==> src/rtl/demux_pkg.sv <==
// Shared constants and helpers for the parametrised lane demultiplexer.
package demux_pkg;

    localparam int MODE_RR   = 0;
    localparam int MODE_ADDR = 1;

    // Lane-index width; a single lane still needs a 1-bit select.
    function automatic int lane_w(input int lanes);
        return (lanes <= 1) ? 1 : $clog2(lanes);
    endfunction

endpackage

==> src/rtl/demux_lane_ctr.sv <==
// Modulo-LANES lane pointer for round-robin distribution.
module demux_lane_ctr
    import demux_pkg::*;
#(
    parameter  int LANES = 4,
    localparam int LW    = lane_w(LANES)
) (
    input  logic          clk_f,
    input  logic          reset,
    input  logic          advance,
    input  logic          force_zero,
    output logic [LW-1:0] ptr
);

    localparam logic [LW-1:0] LAST = LW'(LANES - 1);

    logic [LW-1:0] ptr_q;
    logic [LW-1:0] ptr_d;
    logic [LW-1:0] base;

    // NOTE: every always_comb output gets a default first so no path can infer a latch.
    always_comb begin
        base  = force_zero ? '0 : ptr_q;
        ptr_d = ptr_q;
        if (advance) begin
            // Explicit wrap: LANES need not be a power of two.
            ptr_d = (base == LAST) ? '0 : base + 1'b1;
        end
    end

    // NOTE: sequential state uses <= so every register samples pre-edge values.
    always_ff @(posedge clk_f or negedge reset) begin
        if (!reset) begin
            ptr_q <= '0;
        end else begin
            ptr_q <= ptr_d;
        end
    end

    assign ptr = ptr_q;

endmodule

==> src/rtl/demux_lanes_param.sv <==
// 1-to-LANES word demultiplexer: round-robin with frame realignment and optional
// aligned group release, or explicit lane addressing. All outputs registered.
module demux_lanes_param
    import demux_pkg::*;
#(
    parameter  int WIDTH   = 8,
    parameter  int LANES   = 4,
    parameter  int MODE    = 0,
    parameter  int ALIGNED = 1,
    localparam int LW      = lane_w(LANES)
) (
    input  logic                   clk_f,
    input  logic                   reset,
    input  logic [WIDTH-1:0]       data_in,
    input  logic                   valid_in,
    input  logic                   sof_in,
    input  logic [LW-1:0]          sel_in,
    output logic [LANES*WIDTH-1:0] data_out,
    output logic [LANES-1:0]       valid_out,
    output logic                   group_done,
    output logic                   err_partial
);

    localparam bit              STAGED  = (MODE == MODE_RR) && (ALIGNED != 0);
    localparam logic [LW-1:0]   LAST    = LW'(LANES - 1);
    localparam logic [LW:0]     LANES_X = (LW + 1)'(LANES);

    logic [LW-1:0]    target;
    logic             discard;
    logic             drop;
    logic             wr_en;
    logic             is_last;
    logic             group_d;
    logic             err_d;
    logic [LANES-1:0] valid_out_d;

    logic [LANES-1:0] valid_out_q;
    logic             group_done_q;
    logic             err_q;

    if (MODE == MODE_RR) begin : g_rr
        logic [LW-1:0] ptr;
        // sel_in carries no meaning in round-robin distribution.
        logic          unused_sel;

        demux_lane_ctr #(.LANES(LANES)) u_ctr (
            .clk_f      (clk_f),
            .reset      (reset),
            .advance    (valid_in),
            .force_zero (sof_in),
            .ptr        (ptr)
        );

        assign target     = sof_in ? '0 : ptr;
        // A frame restart mid-group throws away what was staged.
        assign discard    = STAGED && valid_in && sof_in && (ptr != '0);
        assign drop       = 1'b0;
        assign unused_sel = ^sel_in;
    end else begin : g_addr
        logic unused_sof;

        assign target     = sel_in;
        assign discard    = 1'b0;
        assign drop       = valid_in && ({1'b0, sel_in} >= LANES_X);
        assign unused_sof = sof_in;
    end

    assign wr_en   = valid_in && !drop;
    assign is_last = (target == LAST);
    assign group_d = (MODE == MODE_RR) && wr_en && is_last && !discard;
    assign err_d   = discard || drop;

    for (genvar k = 0; k < LANES; k++) begin : g_lane
        localparam logic [LW-1:0] K = LW'(k);

        logic             hit;
        logic [WIDTH-1:0] lane_q;

        assign hit = wr_en && (target == K);

        if (STAGED && (k < LANES - 1)) begin : g_stage
            logic [WIDTH-1:0] stage_q;

            // NOTE: staging and lane registers are reset too, so a reset mid-group
            // leaves no stale word that could surface in a later release.
            always_ff @(posedge clk_f or negedge reset) begin
                if (!reset) begin
                    stage_q <= '0;
                    lane_q  <= '0;
                end else begin
                    if (hit) begin
                        stage_q <= data_in;
                    end
                    if (group_d) begin
                        lane_q <= stage_q;
                    end
                end
            end
        end else if (STAGED) begin : g_last
            // The closing word goes straight to its lane alongside the staged ones.
            always_ff @(posedge clk_f or negedge reset) begin
                if (!reset) begin
                    lane_q <= '0;
                end else if (group_d) begin
                    lane_q <= data_in;
                end
            end
        end else begin : g_direct
            always_ff @(posedge clk_f or negedge reset) begin
                if (!reset) begin
                    lane_q <= '0;
                end else if (hit) begin
                    lane_q <= data_in;
                end
            end
        end

        assign valid_out_d[k]               = STAGED ? group_d : hit;
        assign data_out[k*WIDTH +: WIDTH]   = lane_q;
    end

    always_ff @(posedge clk_f or negedge reset) begin
        if (!reset) begin
            valid_out_q  <= '0;
            group_done_q <= 1'b0;
            err_q        <= 1'b0;
        end else begin
            valid_out_q  <= valid_out_d;
            group_done_q <= group_d;
            err_q        <= err_d;
        end
    end

    assign valid_out   = valid_out_q;
    assign group_done  = group_done_q;
    assign err_partial = err_q;

endmodule

==> config.mk <==
export PLATFORM = sky130hd
export DESIGN_NAME = demux_lanes_param
export DESIGN_NICKNAME = d
export VERILOG_FILES = /design/src/rtl/demux_pkg.sv /design/src/rtl/demux_lane_ctr.sv /design/src/rtl/demux_lanes_param.sv
export SDC_FILE = /design/constraint.sdc
export NUM_CORES = 1
export LEC_CHECK = 0
export ABC_AREA = 1
export BUFFER_PORTS_ARGS = -buffer_cell sky130_fd_sc_hd__buf_2
export CORE_ASPECT_RATIO = 1.75
export CORE_MARGIN = 3
export CORE_UTILIZATION = 54
export CTS_CLUSTER_SIZE = 24
export DETAILED_ROUTE_END_ITERATION = 6
export PLACE_DENSITY = 0.89
export SLEW_MARGIN = 20
export SYNTH_ARGS = -nofsm -noshare
export SYNTH_HDL_FRONTEND = slang
export SYNTH_SLANG_ARGS = --single-unit
export TNS_END_PERCENT = 30
==> constraint.sdc <==
create_clock -name clk_f -period 2.1 [get_ports clk_f]
set_clock_uncertainty 0.1 [all_clocks]
set_input_delay 0.315 -clock clk_f [delete_from_list [all_inputs] [get_ports clk_f]]
set_output_delay 0.315 -clock clk_f [all_outputs]
set_load 0.03 [all_outputs]
==> results.md <==
- Outcome: completed
- Netlist cell types: 16
- Core area: 4440 µm²
- Antenna violations before repair: 0
- Clock share of power: 0.243
- Slowest-stage cell, CP: dfrtp_1
- Critical path cell sequence: inv_1 -> nor2_4 -> inv_1 -> ha_1 -> nand2_1 -> nand2_1 -> nand2_1
- FF-to-FF End: g_lane[0].g_stage.stage_q[7]
- Combinational Power Share: 0.338
- Yosys Warn Count: 0
- Yosys top cell by area: dfrtp_1
- Vias in the first global route: about 2.0k
- H-tree levels: 3
- CTS tree: done
- Post-synthesis sequential area ratio: 0.598
- Reg-to-reg startpoint: g_rr.u_ctr.ptr[1]
- Slew Viols, Final: 0
- Syn nets: 287
- Reg2Reg Depth: 7
- Mapped Area: 2510 µm²
- Port bufs: 49
- # IOs: 52
- Top cells by area in the synthesized netlist: dfrtp_1, nand2_1, nand4_1, nand3_1, buf_4
- Pin count of the biggest net entering global routing: 53
- Avg Cell Area, Syn: 9.23 µm²
- Clk buf depth: 2
- Final count of hold timing violations: 0
- Pre-Repair DR Iteration Count: 4
- Worst Path Arrival: roughly 1800 ps
- Root buffer cell: clkbuf_8
- Tightest Pin Transition: 527 ps
- Rel. slew slack: 0.648
- Synthesized instance count: approximately 270
- Slowest stage delay, CP: roughly 370 ps
- Main synth FF type: dfrtp_1
- Top-area cell type share of the netlist area: 0.598
- Final Critical Period: 1640 ps
- Clk slew on worst S/H paths: 60 ps
- Layout cell share with drive strength beyond 1: 0.239
- Skew-Pair Late Insertion Delay: 330 ps
- Area delta synth->final: 18.5%
- Die area: roughly 5500 µm²
- Initial Util: 0.565
- Reg-to-reg setup timing slack: between 400 and 500 ps
- Die Span Y: 96.2 µm
- TNS Setup: 0 ps
- Post-synth EDFFs: 0
- Sw frac: 0.387
- #FFs+latches synth: 60
- Worst Setup SP: g_rr.u_ctr.ptr[1]
- Most used cell, CP: nand2_1
- Via Count: 2046
- RSZ-0062 raised after global routing: no
- Non-Filler Instances: 373
- Max Cap Violations: 0
- Peak VDD IR: ~0.84 mV
- Hold crit path type: input pin to flip-flop
- Sequential share of power: 0.419
- Post-DP HPWL: around 3.7 mm
- FP Rows: 32
- 1st-iter DRT viols: 83
- Placed Cells: roughly 360
- Remaining antenna violation count: 0
- Nets: 333
- Number of buffers created by CTS: 9
- Final worst path period share: 0.781
- Crit Path Class: flip-flop to flip-flop
- GP Congestion: between 0.8 and 0.9
- Internal Power: 2.62 mW
- # DRC: 0
- Top-count cell post-synth: nand2_1
- Grt ovf: 0
- End of the critical path: g_lane[0].g_stage.stage_q[7]
- Tot Pwr: roughly 4.3 mW
- Power Density: 1440 nW/µm²
- P_sw: roughly 1.7 mW
- Pleak: 1.69 nW
- Vias per cell: 5.49
- CP Data Required Time: 2250 ps
- Total Wirelength: 5.39 mm
- Crit-path max FO: 10
- Worst setup EP type: flip-flop
- Critical Path Start Type: flip-flop
- Total track usage: 0.221
- Routed WL per cell: 14.4 µm
- Final setup vio count: 0
- WHS Path Cells: 3
- Fmax: 610 MHz
- First-pass GRT wire length: a little over 9 mm
- Post-synth top cells: nand2_1, dfrtp_1, nand4_1, nand3_1, buf_4
- Antenna diode count: 0
- Post-CTS Setup Bufs: 0
- CTS sink count: 60
- Die W: 57.5 µm
- Async S/R FF share, synth: 1.00
registers in the layout, indices dropped and copies added, names as in the netlist:
register                flops
g_lane.g_stage.stage_q     24
group_done                  1
g_rr.u_ctr.ptr              2
g_lane.lane_q              32
err_partial                 1
power groups by stage:
stage                     sequential, mW  clock (mW)  combinational (mW)
after global routing                1.85        1.12                1.58
after global placement              1.79           0                1.41
after floorplan                     2.34           0               0.457
final                               1.79        1.04                1.45
after CTS                           1.79        1.06                1.46
after detailed placement            1.80           0                1.45
worst min-delay path by stage:
stage                     startpoint                            to
after floorplan                reset                   err_partial
after global placement         reset           g_lane[1].lane_q[0]
after detailed placement       reset           g_lane[1].lane_q[1]
after CTS                 data_in[6]  g_lane[2].g_stage.stage_q[6]
after global routing      data_in[6]  g_lane[2].g_stage.stage_q[6]
final                     data_in[6]  g_lane[2].g_stage.stage_q[6]
cell usage in the layout, fill, tap and decap left out, drive strengths merged:
master       count
nand2          117
dfrtp           60
buf             57
nand4           42
nand3           16
clkbuf          14
inv              7
nor2             3
o21ai            2
a21oi            1
ha               1
bufinv           1
dlygate4sd3      1
logic make-up (layout without fill, tap and decap cells):
logic type / count (synthesis) / after routing / share of synthesized area
buffers and inverters: 30 / 80 / 0.0623
AND/OR/NAND/NOR: 178 / 178 / 0.329
adder cells (fa/ha/maj): 1 / 1 / 0.00498
flip-flops: 60 / 60 / 0.598
AO/OA/AOI/OAI: 3 / 3 / 0.00598
final cells by class:
class	count	area, µm²
clock buffer	14	173
tap	51	63.8
timing repair buffer	58	328
multi-input combinational	182	852
inverter	7	26.3
fill	340	1470
clock inverter	1	30.0
sequential	60	1500
through the flow:
stage               utilization  cell area (µm²)  setup WS, ps  hold slack, ps
floorplan                     -             2510           505           -80.6
global placement          0.621             2760           523             205
detailed placement        0.621             2760           448             219
CTS                       0.669             2970           471             171
global route              0.669             2970           305             185
finish                    0.669             2970           460             182
metal layers:
metal | track usage | up-vias | part of all wire
li1 | - | 1000 | -
met2 | 0.369 | 69 | 0.52
met1 | 0.272 | 964 | 0.40
met4 | 0.116 | 0 | 0.027
met5 | 0 | - | 0
met3 | 0.0362 | 13 | 0.055
repair_timing:
action | CTS | global route
hold endpoints to repair | 23 | 0
hold buffers | 1 | 0
gates resized for setup | 0 | 0
worst max-delay path: cells and delay by family, from the launching register on:
kind / cells / cell delay (ps)
adder cells (fa/ha/maj): 1 / 280
buffers and inverters: 2 / 160
AND/OR/NAND/NOR: 4 / 650
flip-flops: 1 / 370
No activity file was read; power rests on OpenSTA's default activity.
